==> src/rtl/drac_pkg.sv <==
// rtl/drac_pkg.sv - shared rename-stage types and sizes
//
// Purpose: physical-tag, checkpoint-label and free-list pointer types used by
// the rename table and the free list so both agree on widths and labels.
// Ports: none (package).

package drac_pkg;

  localparam int NUM_PHYSICAL_REGISTERS = 64;
  localparam int NUM_ISA_REGISTERS      = 32;
  localparam int NUM_CHECKPOINTS        = 4;

  // Ring depth must be a power of two so the extended pointer wraps cleanly.
  localparam int FL_DEPTH = NUM_PHYSICAL_REGISTERS - NUM_ISA_REGISTERS;

  localparam int PHREG_W  = $clog2(NUM_PHYSICAL_REGISTERS);
  localparam int CKPT_W   = $clog2(NUM_CHECKPOINTS);
  localparam int FL_IDX_W = $clog2(FL_DEPTH);

  typedef logic [PHREG_W-1:0]  phreg_t;
  typedef logic [CKPT_W-1:0]   checkpoint_ptr;

  // Ring index plus one wrap bit: head - tail then spans 0..FL_DEPTH.
  typedef logic [FL_IDX_W:0]   fl_ptr_t;
  typedef logic [FL_IDX_W-1:0] fl_idx_t;

  function automatic fl_idx_t fl_index(input fl_ptr_t ptr);
    return ptr[FL_IDX_W-1:0];
  endfunction

endpackage

==> src/rtl/free_list_if.sv <==
// rtl/free_list_if.sv - rename-side connection to the physical-register free list
//
// Purpose: bundles the pop, release, checkpoint and recovery controls with the
// show-ahead tag and status flags.
// Modports:
//   master - rename/commit side: drives requests, observes tag and flags
//   slave  - free list: consumes requests, drives tag and flags
// Signals:
//   read_head_i           pop one tag this cycle
//   add_free_register_i   per-port release valid (port 0 older)
//   free_register_i       released tags
//   do_checkpoint_i       snapshot head after this cycle's pop
//   do_recover_i          restore snapshot recover_checkpoint_i
//   recover_checkpoint_i  snapshot label to restore
//   delete_checkpoint_i   retire oldest snapshot
//   recover_commit_i      exception flush
//   new_register_o        tag at head, 0 when empty
//   checkpoint_o          current version label
//   out_of_checkpoints_o  no snapshot slot left
//   empty_o               no free tag

interface free_list_if;
  import drac_pkg::*;

  logic                read_head_i;
  logic [1:0]          add_free_register_i;
  phreg_t [1:0]        free_register_i;
  logic                do_checkpoint_i;
  logic                do_recover_i;
  checkpoint_ptr       recover_checkpoint_i;
  logic                delete_checkpoint_i;
  logic                recover_commit_i;
  phreg_t              new_register_o;
  checkpoint_ptr       checkpoint_o;
  logic                out_of_checkpoints_o;
  logic                empty_o;

  modport master (
    output read_head_i, add_free_register_i, free_register_i,
           do_checkpoint_i, do_recover_i, recover_checkpoint_i,
           delete_checkpoint_i, recover_commit_i,
    input  new_register_o, checkpoint_o, out_of_checkpoints_o, empty_o
  );

  modport slave (
    input  read_head_i, add_free_register_i, free_register_i,
           do_checkpoint_i, do_recover_i, recover_checkpoint_i,
           delete_checkpoint_i, recover_commit_i,
    output new_register_o, checkpoint_o, out_of_checkpoints_o, empty_o
  );

endinterface

==> src/rtl/free_list_ckpt_ctrl.sv <==
// rtl/free_list_ckpt_ctrl.sv - checkpoint version head/tail/count bookkeeping
//
// Purpose: tracks live snapshot labels exactly as the rename table does, so a
// label handed out here names the same version in both structures.
// Ports:
//   clk_i, rstn_i            clock, asynchronous active-low reset
//   do_checkpoint_i          request a new snapshot
//   do_recover_i             roll back to recover_checkpoint_i
//   recover_checkpoint_i     label to roll back to
//   delete_checkpoint_i      retire the oldest snapshot
//   recover_commit_i         flush: all versions collapse to 0
//   ckpt_en_o                snapshot accepted this cycle
//   snap_slot_o              slot the accepted snapshot is written into
//   version_head_o           current version label
//   out_of_checkpoints_o     all usable slots are taken

module free_list_ckpt_ctrl
  import drac_pkg::*;
(
  input  logic          clk_i,
  input  logic          rstn_i,
  input  logic          do_checkpoint_i,
  input  logic          do_recover_i,
  input  checkpoint_ptr recover_checkpoint_i,
  input  logic          delete_checkpoint_i,
  input  logic          recover_commit_i,
  output logic          ckpt_en_o,
  output checkpoint_ptr snap_slot_o,
  output checkpoint_ptr version_head_o,
  output logic          out_of_checkpoints_o
);

  // One slot always holds the live version, so only N-1 can be outstanding.
  localparam checkpoint_ptr LAST_COUNT = checkpoint_ptr'(NUM_CHECKPOINTS - 1);

  checkpoint_ptr version_head_q, version_head_d;
  checkpoint_ptr version_tail_q, version_tail_d;
  checkpoint_ptr count_q, count_d;
  checkpoint_ptr tail_after_delete;

  always_comb begin
    ckpt_en_o = do_checkpoint_i & (count_q < LAST_COUNT)
              & ~do_recover_i & ~recover_commit_i;
    tail_after_delete = version_tail_q + checkpoint_ptr'(delete_checkpoint_i);

    version_head_d = version_head_q;
    version_tail_d = version_tail_q;
    count_d        = count_q;

    if (recover_commit_i) begin
      version_head_d = '0;
      version_tail_d = '0;
      count_d        = '0;
    end else if (do_recover_i) begin
      // Live versions after rollback run from the (possibly just advanced)
      // tail up to the restored label; modular subtraction handles wrap.
      version_head_d = recover_checkpoint_i;
      version_tail_d = tail_after_delete;
      count_d        = recover_checkpoint_i - tail_after_delete;
    end else begin
      if (ckpt_en_o) begin
        version_head_d = version_head_q + checkpoint_ptr'(1);
      end
      version_tail_d = tail_after_delete;
      count_d        = count_q + checkpoint_ptr'(ckpt_en_o)
                     - checkpoint_ptr'(delete_checkpoint_i);
    end
  end

  always_ff @(posedge clk_i or negedge rstn_i) begin
    if (!rstn_i) begin
      version_head_q <= '0;
      version_tail_q <= '0;
      count_q        <= '0;
    end else begin
      version_head_q <= version_head_d;
      version_tail_q <= version_tail_d;
      count_q        <= count_d;
    end
  end

  assign snap_slot_o          = version_head_q + checkpoint_ptr'(1);
  assign version_head_o       = version_head_q;
  assign out_of_checkpoints_o = (count_q == LAST_COUNT);

endmodule

==> src/rtl/free_list.sv <==
// rtl/free_list.sv - speculative physical-register free list with head snapshots
//
// Purpose: ring of free physical tags. Rename pops from the head (show-ahead),
// commit returns up to two tags per cycle at the tail, and per-checkpoint
// copies of the head pointer let branch recovery and exception flush undo
// speculative pops.
// Ports:
//   clk_i   clock
//   rstn_i  asynchronous active-low reset
//   fl      free_list_if.slave - requests in, head tag and status out

module free_list
  import drac_pkg::*;
(
  input  logic         clk_i,
  input  logic         rstn_i,
  free_list_if.slave   fl
);

  phreg_t  ram_q  [FL_DEPTH];
  fl_ptr_t snap_q [NUM_CHECKPOINTS];

  fl_ptr_t head_q, head_d;
  fl_ptr_t tail_q, tail_d;
  fl_ptr_t in_flight;

  logic    empty;
  logic    pop;
  logic    valid0, valid1;
  logic    we0, we1;
  phreg_t  wdata0, wdata1;

  logic          ckpt_en;
  checkpoint_ptr snap_slot;
  checkpoint_ptr version_head;
  logic          out_of_checkpoints;

  free_list_ckpt_ctrl u_ckpt_ctrl (
    .clk_i                (clk_i),
    .rstn_i               (rstn_i),
    .do_checkpoint_i      (fl.do_checkpoint_i),
    .do_recover_i         (fl.do_recover_i),
    .recover_checkpoint_i (fl.recover_checkpoint_i),
    .delete_checkpoint_i  (fl.delete_checkpoint_i),
    .recover_commit_i     (fl.recover_commit_i),
    .ckpt_en_o            (ckpt_en),
    .snap_slot_o          (snap_slot),
    .version_head_o       (version_head),
    .out_of_checkpoints_o (out_of_checkpoints)
  );

  // Tags popped but not yet returned; the wrap bit makes a full ring of
  // outstanding tags distinguishable from none.
  assign in_flight = head_q - tail_q;
  assign empty     = (in_flight == fl_ptr_t'(FL_DEPTH));

  assign pop = fl.read_head_i & ~empty & ~fl.do_recover_i & ~fl.recover_commit_i;

  // Tag 0 is never a real release, and a flush returns every in-flight tag
  // by moving the head, so releases in that cycle are dropped.
  assign valid0 = fl.add_free_register_i[0] & (fl.free_register_i[0] != '0)
                & ~fl.recover_commit_i;
  assign valid1 = fl.add_free_register_i[1] & (fl.free_register_i[1] != '0)
                & ~fl.recover_commit_i;

  always_comb begin
    // Compact valid releases into consecutive slots starting at the tail.
    we0    = valid0 | valid1;
    wdata0 = valid0 ? fl.free_register_i[0] : fl.free_register_i[1];
    we1    = valid0 & valid1;
    wdata1 = fl.free_register_i[1];
    tail_d = tail_q + fl_ptr_t'(valid0) + fl_ptr_t'(valid1);

    if (fl.recover_commit_i) begin
      head_d = tail_q;
    end else if (fl.do_recover_i) begin
      head_d = snap_q[fl.recover_checkpoint_i];
    end else begin
      head_d = head_q + fl_ptr_t'(pop);
    end
  end

  always_ff @(posedge clk_i or negedge rstn_i) begin
    if (!rstn_i) begin
      for (int i = 0; i < FL_DEPTH; i++) begin
        ram_q[i] <= phreg_t'(NUM_ISA_REGISTERS + i);
      end
      head_q <= '0;
      tail_q <= '0;
    end else begin
      if (we0) begin
        ram_q[fl_index(tail_q)] <= wdata0;
      end
      if (we1) begin
        ram_q[fl_index(tail_q + fl_ptr_t'(1))] <= wdata1;
      end
      head_q <= head_d;
      tail_q <= tail_d;
    end
  end

  // Snapshot includes this cycle's pop, matching the rename table, which
  // records the new mapping in the same cycle it takes the tag.
  always_ff @(posedge clk_i or negedge rstn_i) begin
    if (!rstn_i) begin
      for (int i = 0; i < NUM_CHECKPOINTS; i++) begin
        snap_q[i] <= '0;
      end
    end else begin
      if (ckpt_en) begin
        snap_q[snap_slot] <= head_d;
      end
      if (fl.recover_commit_i) begin
        snap_q[0] <= tail_q;
      end
    end
  end

  assign fl.new_register_o       = empty ? '0 : ram_q[fl_index(head_q)];
  assign fl.empty_o              = empty;
  assign fl.checkpoint_o         = version_head;
  assign fl.out_of_checkpoints_o = out_of_checkpoints;

  // Returning more tags than were handed out means commit is broken.
  a_no_overflow: assert property (
    @(posedge clk_i) disable iff (!rstn_i) in_flight <= fl_ptr_t'(FL_DEPTH)
  );

endmodule

==> src/flat_wrapper.sv <==
// flat-port wrapper written by rule: the top's interface ports become plain ports
module free_list_flat import drac_pkg::*;
  (clk_i, rstn_i, fl_read_head_i, fl_add_free_register_i, fl_free_register_i, fl_do_checkpoint_i, fl_do_recover_i, fl_recover_checkpoint_i, fl_delete_checkpoint_i, fl_recover_commit_i, fl_new_register_o, fl_checkpoint_o, fl_out_of_checkpoints_o, fl_empty_o);
  free_list_if fl_i ();
  input  logic clk_i;
  input  logic rstn_i;
  input wire logic [$bits(fl_i.read_head_i)-1:0] fl_read_head_i;
  input wire logic [$bits(fl_i.add_free_register_i)-1:0] fl_add_free_register_i;
  input wire logic [$bits(fl_i.free_register_i)-1:0] fl_free_register_i;
  input wire logic [$bits(fl_i.do_checkpoint_i)-1:0] fl_do_checkpoint_i;
  input wire logic [$bits(fl_i.do_recover_i)-1:0] fl_do_recover_i;
  input wire logic [$bits(fl_i.recover_checkpoint_i)-1:0] fl_recover_checkpoint_i;
  input wire logic [$bits(fl_i.delete_checkpoint_i)-1:0] fl_delete_checkpoint_i;
  input wire logic [$bits(fl_i.recover_commit_i)-1:0] fl_recover_commit_i;
  output wire logic [$bits(fl_i.new_register_o)-1:0] fl_new_register_o;
  output wire logic [$bits(fl_i.checkpoint_o)-1:0] fl_checkpoint_o;
  output wire logic [$bits(fl_i.out_of_checkpoints_o)-1:0] fl_out_of_checkpoints_o;
  output wire logic [$bits(fl_i.empty_o)-1:0] fl_empty_o;
  assign fl_i.read_head_i = fl_read_head_i;
  assign fl_i.add_free_register_i = fl_add_free_register_i;
  assign fl_i.free_register_i = fl_free_register_i;
  assign fl_i.do_checkpoint_i = fl_do_checkpoint_i;
  assign fl_i.do_recover_i = fl_do_recover_i;
  assign fl_i.recover_checkpoint_i = fl_recover_checkpoint_i;
  assign fl_i.delete_checkpoint_i = fl_delete_checkpoint_i;
  assign fl_i.recover_commit_i = fl_recover_commit_i;
  assign fl_new_register_o = fl_i.new_register_o;
  assign fl_checkpoint_o = fl_i.checkpoint_o;
  assign fl_out_of_checkpoints_o = fl_i.out_of_checkpoints_o;
  assign fl_empty_o = fl_i.empty_o;
  free_list u_core (.clk_i(clk_i), .rstn_i(rstn_i), .fl(fl_i));
endmodule
==> config.mk <==
export PLATFORM = sky130hd
export DESIGN_NAME = free_list_flat
export DESIGN_NICKNAME = d
export VERILOG_FILES = /design/src/rtl/drac_pkg.sv /design/src/rtl/free_list_if.sv /design/src/rtl/free_list_ckpt_ctrl.sv /design/src/rtl/free_list.sv /design/src/flat_wrapper.sv
export SDC_FILE = /design/constraint.sdc
export NUM_CORES = 1
export LEC_CHECK = 0
export BUFFER_PORTS_ARGS = -buffer_cell sky130_fd_sc_hd__buf_2
export CORE_ASPECT_RATIO = 1.5
export CORE_MARGIN = 2
export CORE_UTILIZATION = 45
export CTS_BUF_LIST = sky130_fd_sc_hd__clkbuf_4 sky130_fd_sc_hd__clkbuf_8
export DETAILED_ROUTE_END_ITERATION = 6
export GPL_TIMING_DRIVEN = 0
export SLEW_MARGIN = 25
export SYNTH_ARGS = -nofsm -noshare
export SYNTH_HDL_FRONTEND = slang
export SYNTH_SLANG_ARGS = --single-unit
export TNS_END_PERCENT = 5
==> constraint.sdc <==
create_clock -name clk_i -period 4.4 [get_ports clk_i]
set_clock_uncertainty 0.2 [all_clocks]
set_input_delay 0 -clock clk_i [delete_from_list [all_inputs] [get_ports clk_i]]
set_output_delay 0 -clock clk_i [all_outputs]
set_load 0.05 [all_outputs]
==> run_results.csv, run 1 <==
group,metric,value,unit
critical_path,slowest_delay,0.47,ns
floorplan,core,31000,um2
critical_path,path_depth,16,
critical_path,crit_slowest_cell,"nor3_4",
critical_path,cp_data_required_time,4.64,ns
yosys,netlist.area_leader.share,21.5,%
cells_and_area,layout_commonest_cell,"mux2i_1",
clocking,clock_latency,0.57,ns
yosys,synth_cells,1124,
yosys,syn_nets,1164,
drt,routed_via_density,6.28,
min_path,hold_class,"in2async",
drt,drt_iter0_drc,719,
place,gp_congestion,1.02,
drt,wl_per_cell,28.6,um
clocking,tritoncts,"yes",
global_routing,grt_start_max_net_pins,89,
yosys,synth_seq_cells,234,
clocking,post_cts_buffers,0,
critical_path,start_kind,"flop",
critical_path,r2r_cells,16,
pwr,p_leak,0.00722,uW
cells_and_area,final_cell_count_no_fill,1654,
yosys,synth_area_leaders,"dfrtp_1, dfstp_2, mux2i_1",
cells_and_area,nNetsFinal,1256,
cells_and_area,final_layout_size_suffix_gt1_share,31.3,%
critical_path,cp_top_family,"simple AND/OR/NAND/NOR gates",
drt,drcViolationCount,0,
timing,setup_violations,0,
clocking,htreeDepth,2,
clocking,cts_sinks,234,
drt,wl,47300,um
global_routing,antenna_found_initial,0,
timing,worst_pin_slew,1.10,ns
clocking,cts.path.max_buffers,3,
global_routing,grt_pass1_vias,11100,
floorplan,die_h,221,um
job,cap_violations,0,
drt,ant_nets,0,
cells_and_area,syn2layout_area_growth,12.6,%
floorplan,die_w,149,um
critical_path,end_kind,"flop",
floorplan,pin_count,33,
yosys,yosys.area.top_type,"dfrtp_1",
yosys,yosysWarnings,0,
yosys,ys_async_sr_fraction,100,%
critical_path,crit_buf_inv,3,
drt,firstDrtPassIters,5,
place,dp.cells,1554,
timing,min_period,4.20,ns
timing,setup_tns,0,ns
critical_path,crit_chain,"buf_4 -> inv_1 -> clkbuf_1 -> ha_1 -> nor2_1 -> xnor2_1 -> nand3_1 -> nor3_4 -> nor2_1 -> ha_1 -> ha_1 -> xnor2_1 -> nor2_1 -> a21oi_1 -> o21ai_1 -> mux2_2",
timing,maxSlewHeadroom,26.6,%
timing,fmax,0.238,GHz
clocking,clockRootBuffer,"clkbuf_8",
yosys,synth_area_per_cell,12.6,um2
drt,num_vias,10400,
critical_path,critPathKind,"reg2reg",
critical_path,crit_arrival,4.44,ns
timing,fin_crit_sh,95.4,%
floorplan,num_rows,79,
global_routing,grt_util_all_layers,29.3,%
yosys,ys_seq_area_share,42.3,%
cells_and_area,fillers,2830,
global_routing,grt_pass1_wl,71600,um
yosys,synth.distinct_cells,63,
yosys,synth_edf_count,0,
place,portBuffers,23,
timing,hold_violations,0,
pwr,peakVddDrop,546,uV
critical_path,path_max_fanout,10,
place,hpwlAfterDp,34700,um
cells_and_area,final_cell_mix,"mux2i_1, o2bb2ai_1, dfrtp_1",
floorplan,die-area,33000,um2
clocking,path_clk_slew,0.06,ns
floorplan,start_util,45.7,%
yosys,yosys_most_used_dff,"dfrtp_1",
clocking,cts-buffers-inserted,40,
global_routing,grt_overflow,0,
outcome,status,"complete, no violations",
pwr,powerDensity,636,nW/um2
timing,finalMaxSlewViolations,0,
yosys,netlist_area,14200,um2
timing,rsz0062_at_grt,"false",
[registers in the layout, summed over array words and instances (netlist names)]
signal / count
u_core.ram_q: 192
u_core.snap_q: 24
u_core.head_q: 6
u_core.tail_q: 6
u_core.u_ckpt_ctrl.count_q: 2
u_core.u_ckpt_ctrl.version_head_o: 2
u_core.u_ckpt_ctrl.version_tail_q: 2
[final timing paths]
kind | start | end | slack [ns]
worst min register to register | u_core.snap_q[17] | u_core.snap_q[17] | 0.29
worst max-delay path | u_core.tail_q[4] | u_core.snap_q[14] | 0.20
worst max register to register | u_core.tail_q[4] | u_core.snap_q[14] | 0.20
max in group asynchronous | rstn_i | u_core.ram_q[44] | 2.85
worst min-delay path | rstn_i | u_core.ram_q[60] | 0.03
min in group clk_i | fl_free_register_i[1] | u_core.ram_q[7] | 0.06
[synthesized netlist by cell type (14+ instances only)]
library cell / n
a21oi_1: 17
o2bb2ai_1: 192
nand2_1: 23
o22ai_1: 16
mux2_2: 28
ha_1: 16
buf_2: 14
mux2i_1: 199
nand3_1: 15
mux4_2: 54
o211ai_4: 19
and4_1: 14
dfrtp_1: 122
clkbuf_1: 68
nor2_1: 35
dfstp_2: 112
[cells by family after synthesis]
group | synth area share, %
AOI/OAI and AO/OA | 20.1
muxes | 24.9
DFF | 42.3
and+or+nand+nor | 6.26
buffers and inverters | 3.94
adders and majority gates | 1.55
xor gates and xnor gates | 0.988
[per-stage QoR]
stage	utilization (%)	hold WS (ns)	setup WS (ns)	area (um2)	power [uW]
after floorplan	-	-0.496	0.0478	14200	6690
after global placement	47.7	0.0717	-1.18	14800	7880
after detailed placement	47.9	-0.220	-0.0791	14900	7980
after CTS	51.4	0.0203	0.0184	16000	10100
after global routing	51.4	0.0641	0.0143	16000	10600
final	51.5	0.0253	0.202	16000	10200
[metal layers]
metal	part of all wire (%)	wire length (um)	GRT usage, %	vias to the layer above
met4	6.4	3040	15.6	0
met1	37	17500	34.2	5256
met3	5.5	2580	4.99	137
met2	51	24100	50.9	386
li1	-	-	-	4603
met5	0	0	0	-
[timing repair]
| action | 4_1_cts | 5_1_grt |
|---|---|---|
| endpoints found under the setup margin | 8 | 13 |
| gates cloned | 0 | 0 |
| hold endpoints to repair | 402 | 0 |
| pin swaps | 0 | 0 |
| hold buffers | 25 | 0 |
| resized for setup | 1 | 3 |
[worst register-to-register path: cells and delay by family, from the launching register on]
family	cells	cell delay, ns
AO/OA/AOI/OAI	2	0.29
XOR/XNOR	2	0.33
adder cells (fa/ha/maj)	3	0.81
buffers and inverters	3	0.82
flip-flops	1	0.36
multiplexers	1	0.33
AND/OR/NAND/NOR	5	0.95
[power breakdown]
| part | total [uW] | switching, uW | leakage (uW) | internal, uW |
|---|---|---|---|---|
| combinational | 4260 | 2530 | 0.00403 | 1730 |
| clock | 2090 | 936 | 0.000447 | 1150 |
| sequential | 3800 | 507 | 0.00274 | 3290 |
[final cells by class]
cell class | instances | area (um2) | area share, %
clock buffer | 68 | 805 | 5.04
multi-input combinational | 772 | 7630 | 47.8
sequential | 234 | 6000 | 37.5
antenna | 1 | 2.50 | 0.0157
tap | 405 | 507 | 3.17
timing repair buffer | 50 | 430 | 2.70
buffer | 106 | 513 | 3.21
clock inverter | 6 | 37.5 | 0.235
inverter | 12 | 45.0 | 0.282
No activity file was read; power rests on OpenSTA's default activity.
==> run 2: changes to the inputs <==
- SLEW_MARGIN: 25 -> 30
- SYNTH_HIERARCHICAL: not set -> 1
==> run 2 against run 1 <==
Die area down 0.93%. Wire length up 7.5%. Sequential power up 3%. Maximum frequency down 4.0%. Register-to-register slack better by 0.08 ns. Count of clock-buffer cells in the layout up 2. Synthesized cell count up 2.0%. Setup slack worse by 0.17 ns. Non-clock buffer count down 6. Largest power group unchanged. Highest routed layer unchanged. First-iteration DRC count up 43%.
==> run_results.csv, run 2 <==
group,metric,value,unit
critical_path,cp_data_required_time,4.20,ns
pwr,finalPower,10500,uW
cells_and_area,reg_top3,"u_core/ram_q (192), u_core/snap_q (24)",
drt,wl,50800,um
min_path,hold_class,"in2reg",
clocking,path_clk_slew,0.06,ns
critical_path,crit_buf_inv,4,
yosys,yosysWarnings,6,
critical_path,path_max_fanout,10,
floorplan,die_h,220,um
yosys,synth_area_leaders,"dfrtp_1, dfstp_2, mux2i_1",
pwr,peakVddDrop,552,uV
timing,hold_violations,0,
clocking,clock_latency,0.56,ns
cells_and_area,diodes,0,
drt,routed_via_density,6.44,
clocking,clockRootBuffer,"clkbuf_8",
drt,firstDrtPassIters,5,
drt,wl_per_cell,30.2,um
critical_path,crit_start,"u_core/head_q[1]",
place,hpwlAfterDp,36100,um
cells_and_area,nNetsFinal,1280,
critical_path,crit_chain,"buf_2 -> clkbuf_1 -> clkbuf_1 -> mux4_2 -> nand3_1 -> o211ai_1 -> nand2_1 -> a21oi_1 -> buf_2",
clocking,cts_sinks,234,
global_routing,grt_pass1_wl,75500,um
yosys,synth_area_per_cell,12.3,um2
place,portBuffers,26,
floorplan,start_util,45.5,%
timing,setup_violations,0,
global_routing,antenna_found_initial,0,
drt,drcViolationCount,0,
timing,setup_tns,0,ns
drt,num_vias,10800,
clocking,tritoncts,"yes",
critical_path,crit_arrival,4.17,ns
clocking,cts.path.max_buffers,3,
drt,ant_nets,0,
timing,maxSlewHeadroom,29.3,%
yosys,synth_edf_count,0,
cells_and_area,fin_util,51.9,%
cells_and_area,final_cell_mix,"mux2i_1, o2bb2ai_1, dfrtp_1",
timing,finalMaxSlewViolations,0,
global_routing,grt_pass1_vias,11300,
timing,fin_crit_sh,99.4,%
floorplan,core,30800,um2
cells_and_area,largest-register,"u_core/ram_q",
critical_path,r2r_slack,0.28,ns
critical_path,crit_slowest_cell,"clkbuf_1",
yosys,synth.distinct_cells,64,
job,cap_violations,0,
timing,fmax,0.229,GHz
clocking,cts-buffers-inserted,41,
global_routing,grt_overflow,0,
yosys,synth_cells,1146,
cells_and_area,syn2layout_area_growth,13.9,%
critical_path,critPathKind,"reg2out",
yosys,yosys.area.top_type,"dfrtp_1",
yosys,syn_nets,1182,
floorplan,pin_count,33,
cells_and_area,final_cell_area,16000,um2
critical_path,slowest_delay,0.75,ns
place,gp_congestion,0.984,
yosys,synth_seq_cells,234,
timing,rsz0062_at_grt,"false",
yosys,netlist.area_leader.share,21.7,%
place,post_dp_cell_area,14800,um2
timing,min_period,4.37,ns
critical_path,r2r_cells,16,
yosys,yosys_most_used_dff,"dfrtp_1",
place,post-place-ws,0.0800,ns
floorplan,die_w,148,um
floorplan,num_rows,79,
yosys,synth_commonest_cells,"mux2i_1, o2bb2ai_1, dfrtp_1",
critical_path,start_kind,"flop",
floorplan,die-area,32700,um2
critical_path,r2r_end,"u_core/snap_q[4]",
critical_path,worst_r2r_startpoint,"u_core/head_q[0]",
pwr,p_leak,0.00673,uW
yosys,ys_seq_area_share,42.7,%
global_routing,grt_start_max_net_pins,84,
drt,drt_iter0_drc,1029,
timing,setup_ws,0.0282,ns
pwr,powerDensity,656,nW/um2
timing,worst_pin_slew,1.06,ns
yosys,ys_async_sr_fraction,100,%
global_routing,grt_util_all_layers,31.9,%
yosys,yosysMostFrequentCell,"mux2i_1",
critical_path,path_depth,9,
outcome,status,"complete, no violations",
clocking,htreeDepth,2,
critical_path,cp_top_family,"buffers and inverters",
critical_path,endpoint,"fl_new_register_o[4]",
cells_and_area,layout_commonest_cell,"mux2i_1",
critical_path,end_kind,"output pin",
yosys,netlist_area,14000,um2
cells_and_area,largest_register_ffs,192,
min_path,hold_path_depth,3,
cells_and_area,fillers,2838,
cells_and_area,final_layout_size_suffix_gt1_share,28.1,%
-- run 2: area by class of cell --
| type | count | area, um2 | share of cell area (%) |
|---|---|---|---|
| Tap cell | 405 | 507 | 3.17 |
| Clock buffer | 70 | 807 | 5.05 |
| Inverter | 21 | 78.8 | 0.493 |
| Clock inverter | 5 | 80.1 | 0.501 |
| Timing Repair Buffer | 55 | 483 | 3.02 |
| Multi-Input combinational cell | 796 | 7620 | 47.6 |
| Buffer | 95 | 424 | 2.65 |
| Sequential cell | 234 | 6000 | 37.5 |
-- run 2: power by group --
| group | leakage, uW | switching, uW | internal, uW |
|---|---|---|---|
| Sequential | 0.00274 | 566 | 3350 |
| Clock | 0.000471 | 925 | 1270 |
| Combinational | 0.00352 | 2630 | 1750 |
| Total | 0.00673 | 4120 | 6360 |
-- run 2: cells by family (layout without fill, tap and decap cells) --
| group | Yosys count | in the layout | synth area share (%) |
|---|---|---|---|
| and+or+nand+nor | 177 | 177 | 6.26 |
| xor gates and xnor gates | 15 | 15 | 1.03 |
| buffers and inverters | 116 | 246 | 3.56 |
| adders and majority gates | 13 | 13 | 1.21 |
| AOI/OAI and AO/OA | 330 | 330 | 21.8 |
| DFF | 234 | 234 | 42.7 |
| muxes | 261 | 261 | 23.4 |
-- run 2: repair_timing --
item                                    in CTS  in global routing
setup buffers                                0                  0
endpoints found under the hold margin      245                  0
hold buffers                                26                  0
endpoints found under the setup margin       0                 16
resized for setup                            0                  3
-- run 2: layer usage --
layer  vias to the layer above  share of wire, %  track usage [%]
met1                      5496                37             36.9
met4                         0               7.6             20.2
met2                       506                50             55.4
met5                         -                 0                0
li1                       4668                 -                -
met3                       164               5.9             4.60
-- run 2: worst min-delay path by stage --
stage                        start                              endpoint  slack (ns)
3_3_place_gp   fl_recover_commit_i  u_core/u_ckpt_ctrl/version_head_o[1]         0.1
4_1_cts        fl_recover_commit_i  u_core/u_ckpt_ctrl/version_tail_q[0]        0.06
3_5_place_dp                rstn_i         u_core/u_ckpt_ctrl/count_q[1]       -0.38
2_1_floorplan               rstn_i                      u_core/head_q[0]       -0.50
5_1_grt        fl_recover_commit_i  u_core/u_ckpt_ctrl/version_tail_q[0]         0.1
6_report       fl_recover_commit_i  u_core/u_ckpt_ctrl/version_tail_q[1]        0.09
-- run 2: metrics by stage --
step | hold slack (ns) | instances
after floorplan | -0.496 | 1146
after global placement | 0.0992 | 1577
after detailed placement | -0.377 | 1580
after CTS | 0.0553 | 1681
after global routing | 0.0993 | 1681
final | 0.0869 | 1681
-- run 2: worst min-delay path, stage by stage --
cell and delay (ns):
dlygate4sd3_1 0.53, buf_2 0.21, nor2_1 0.07
==> run 3: changes to the inputs <==
- CORE_UTILIZATION: 45 -> 60
- PLACE_DENSITY: not set -> 0.77
==> run 3 against run 2 <==
First-iteration DRC count decreased by 21%. Core utilization grew 17 points. Register-to-register slack worse by 0.14 ns. Count of clock-buffer cells in the layout fell by 3. Sequential power about the same. Setup slack better by 0.12 ns. Cell area fell by 1.5%. Largest power group unchanged. Highest routed layer unchanged.
==> run_results.csv, run 3 (same netlist as run 2, synthesis figures left out) <==
group,metric,value,unit
outcome,status,"complete, no violations",
cells_and_area,nNetsFinal,1276,
global_routing,grt_util_all_layers,40.5,%
timing,fin_crit_sh,96.7,%
clocking,path_clk_slew,0.07,ns
floorplan,pin_count,33,
pwr,pwr-share-comb,42.0,%
critical_path,path_max_fanout,8,
pwr,finalPower,10400,uW
critical_path,start_kind,"flop",
timing,finalMaxSlewViolations,0,
place,gp_congestion,1.04,
clocking,cts.path.max_buffers,3,
global_routing,grt_pass1_vias,11400,
clocking,htreeDepth,2,
critical_path,r2r_end,"u_core/snap_q[4]",
timing,min_period,4.26,ns
pwr,p_switching,4110,uW
global_routing,grt_overflow,0,
floorplan,num_rows,68,
drt,drcViolationCount,0,
cells_and_area,syn2layout_area_growth,12.3,%
min_path,hp-start,"fl_add_free_register_i[1]",
floorplan,die-area,24700,um2
place,hpwlAfterDp,34300,um
clocking,tritoncts,"yes",
pwr,power_frac_seq,37.8,%
min_path,hold_path_depth,5,
drt,wl_per_cell,31.2,um
global_routing,grt_pass1_wl,72100,um
pwr,p_int,6280,uW
pwr,swShare,39.5,%
critical_path,r2r_cells,13,
critical_path,r2r_slack,0.14,ns
pwr,peakVddDrop,581,uV
timing,rsz0062_at_grt,"false",
clocking,clock_latency,0.57,ns
drt,wl,48400,um
cells_and_area,final_cell_area,15800,um2
cells_and_area,final_cell_mix,"mux2i_1, o2bb2ai_1, dfrtp_1",
clocking,cts-buffers-inserted,38,
cells_and_area,largest-register,"u_core/ram_q",
timing,setup_ws,0.143,ns
drt,firstDrtPassIters,6,
clocking,clockRootBuffer,"clkbuf_8",
drt,routed_via_density,7.08,
floorplan,start_util,61.1,%
critical_path,end_kind,"flop",
cells_and_area,layout_commonest_cell,"mux2i_1",
drt,drt_iter0_drc,812,
cells_and_area,fin_util,68.6,%
min_path,hold_end,"u_core/ram_q[102]",
critical_path,crit_arrival,4.47,ns
floorplan,core,23000,um2
cells_and_area,reg_top3,"u_core/ram_q (192), u_core/snap_q (24)",
place,post-place-ws,-0.251,ns
timing,maxSlewHeadroom,30.7,%
global_routing,grt_start_max_net_pins,91,
critical_path,critPathKind,"reg2reg",
min_path,hold_class,"in2reg",
drt,ant_nets,0,
clocking,cts_sinks,234,
job,cap_violations,0,
pwr,powerDensity,659,nW/um2
global_routing,antenna_found_initial,0,
timing,worst_pin_slew,1.04,ns
timing,fmax,0.235,GHz
timing,setup_violations,0,
cells_and_area,largest_register_ffs,192,
cells_and_area,diodes,0,
drt,num_vias,11000,
pwr,p_leak,0.00670,uW
timing,hold_violations,0,
cells_and_area,final_layout_size_suffix_gt1_share,27.8,%
floorplan,die_w,129,um
critical_path,worst_r2r_startpoint,"u_core/tail_q[2]",
place,post_dp_cell_area,14600,um2
pwr,pwr-share-clk,20.1,%
critical_path,cp_data_required_time,4.62,ns
place,portBuffers,26,
floorplan,die_h,191,um
-- run 3: changes by cell type in the layout (fill, tap and decap cells not counted), sizes merged --
cell         delta
bufinv          -1
clkbuf          -3
clkinv          -1
clkinvlp        -1
dlygate4sd3     -1
-- run 3: area by class of cell --
type	instances	area (um2)
inverters	21	78.8
fillers	1744	7210
well taps	280	350
multi-input cells	796	7590
plain buffers	94	419
repair buffers	55	493
flip-flops and latches	234	6000
clock buffers	67	797
clock inverters	2	37.5
-- run 3: worst max-delay path, stage by stage, from the launching register on --
cell	delay (ns)
dfrtp_1	0.48
clkinv_1	0.45
ha_1	0.47
nor3_1	0.20
a31oi_1	0.07
nor3_2	0.65
nor4b_1	0.12
ha_1	0.24
ha_1	0.23
nand3_1	0.11
xor2_1	0.18
o21ai_0	0.12
mux2i_1	0.41
o21ai_0	0.18
-- run 3: per-stage QoR --
stage | hold slack (ns) | std cells | setup TNS [ns]
after floorplan | -0.496 | 1146 | 0
after detailed placement | -0.289 | 1455 | -1.57
final | 0.0853 | 1549 | 0
after CTS | 0.0629 | 1549 | 0
after global placement | 0.0968 | 1452 | -115.66
after global routing | 0.120 | 1549 | 0
-- run 3: worst max path at each step --
stage | start | end | slack, ns | cells past startpoint
6_report | u_core/tail_q[2] | u_core/snap_q[4] | 0.14 | 13
2_1_floorplan | u_core/head_q[0] | u_core/snap_q[10] | 0.52 | 15
3_5_place_dp | u_core/head_q[0] | u_core/snap_q[4] | -0.25 | 15
5_1_grt | u_core/tail_q[2] | u_core/snap_q[4] | 0.009 | 13
4_1_cts | u_core/head_q[0] | u_core/snap_q[4] | 0.29 | 14
3_3_place_gp | rstn_i | u_core/ram_q[51] | -0.97 | 1
-- run 3: power by group through the flow --
stage          sequential (uW)  clock (uW)  combinational [uW]
2_1_floorplan             3700           0                3110
3_3_place_gp              3880           0                4120
3_5_place_dp              3920           0                4220
4_1_cts                   3890        2120                4260
5_1_grt                   4000        2200                4610
6_report                  3930        2090                4360
-- run 3: what timing repair did --
| action | CTS | global route |
|---|---|---|
| hold buffers | 26 | 0 |
| setup buffers | 0 | 0 |
| setup endpoints to repair | 20 | 4 |
| gates resized for setup | 0 | 1 |
| hold endpoints to repair | 241 | 0 |
-- run 3: per-layer routing --
metal / GRT usage [%] / up-vias / share of wire (%)
met5: 0 / - / 0
met3: 8.12 / 181 / 7.2
li1: - / 4669 / -
met4: 29.9 / 0 / 8.6
met1: 45.9 / 5551 / 35
met2: 67.3 / 560 / 49
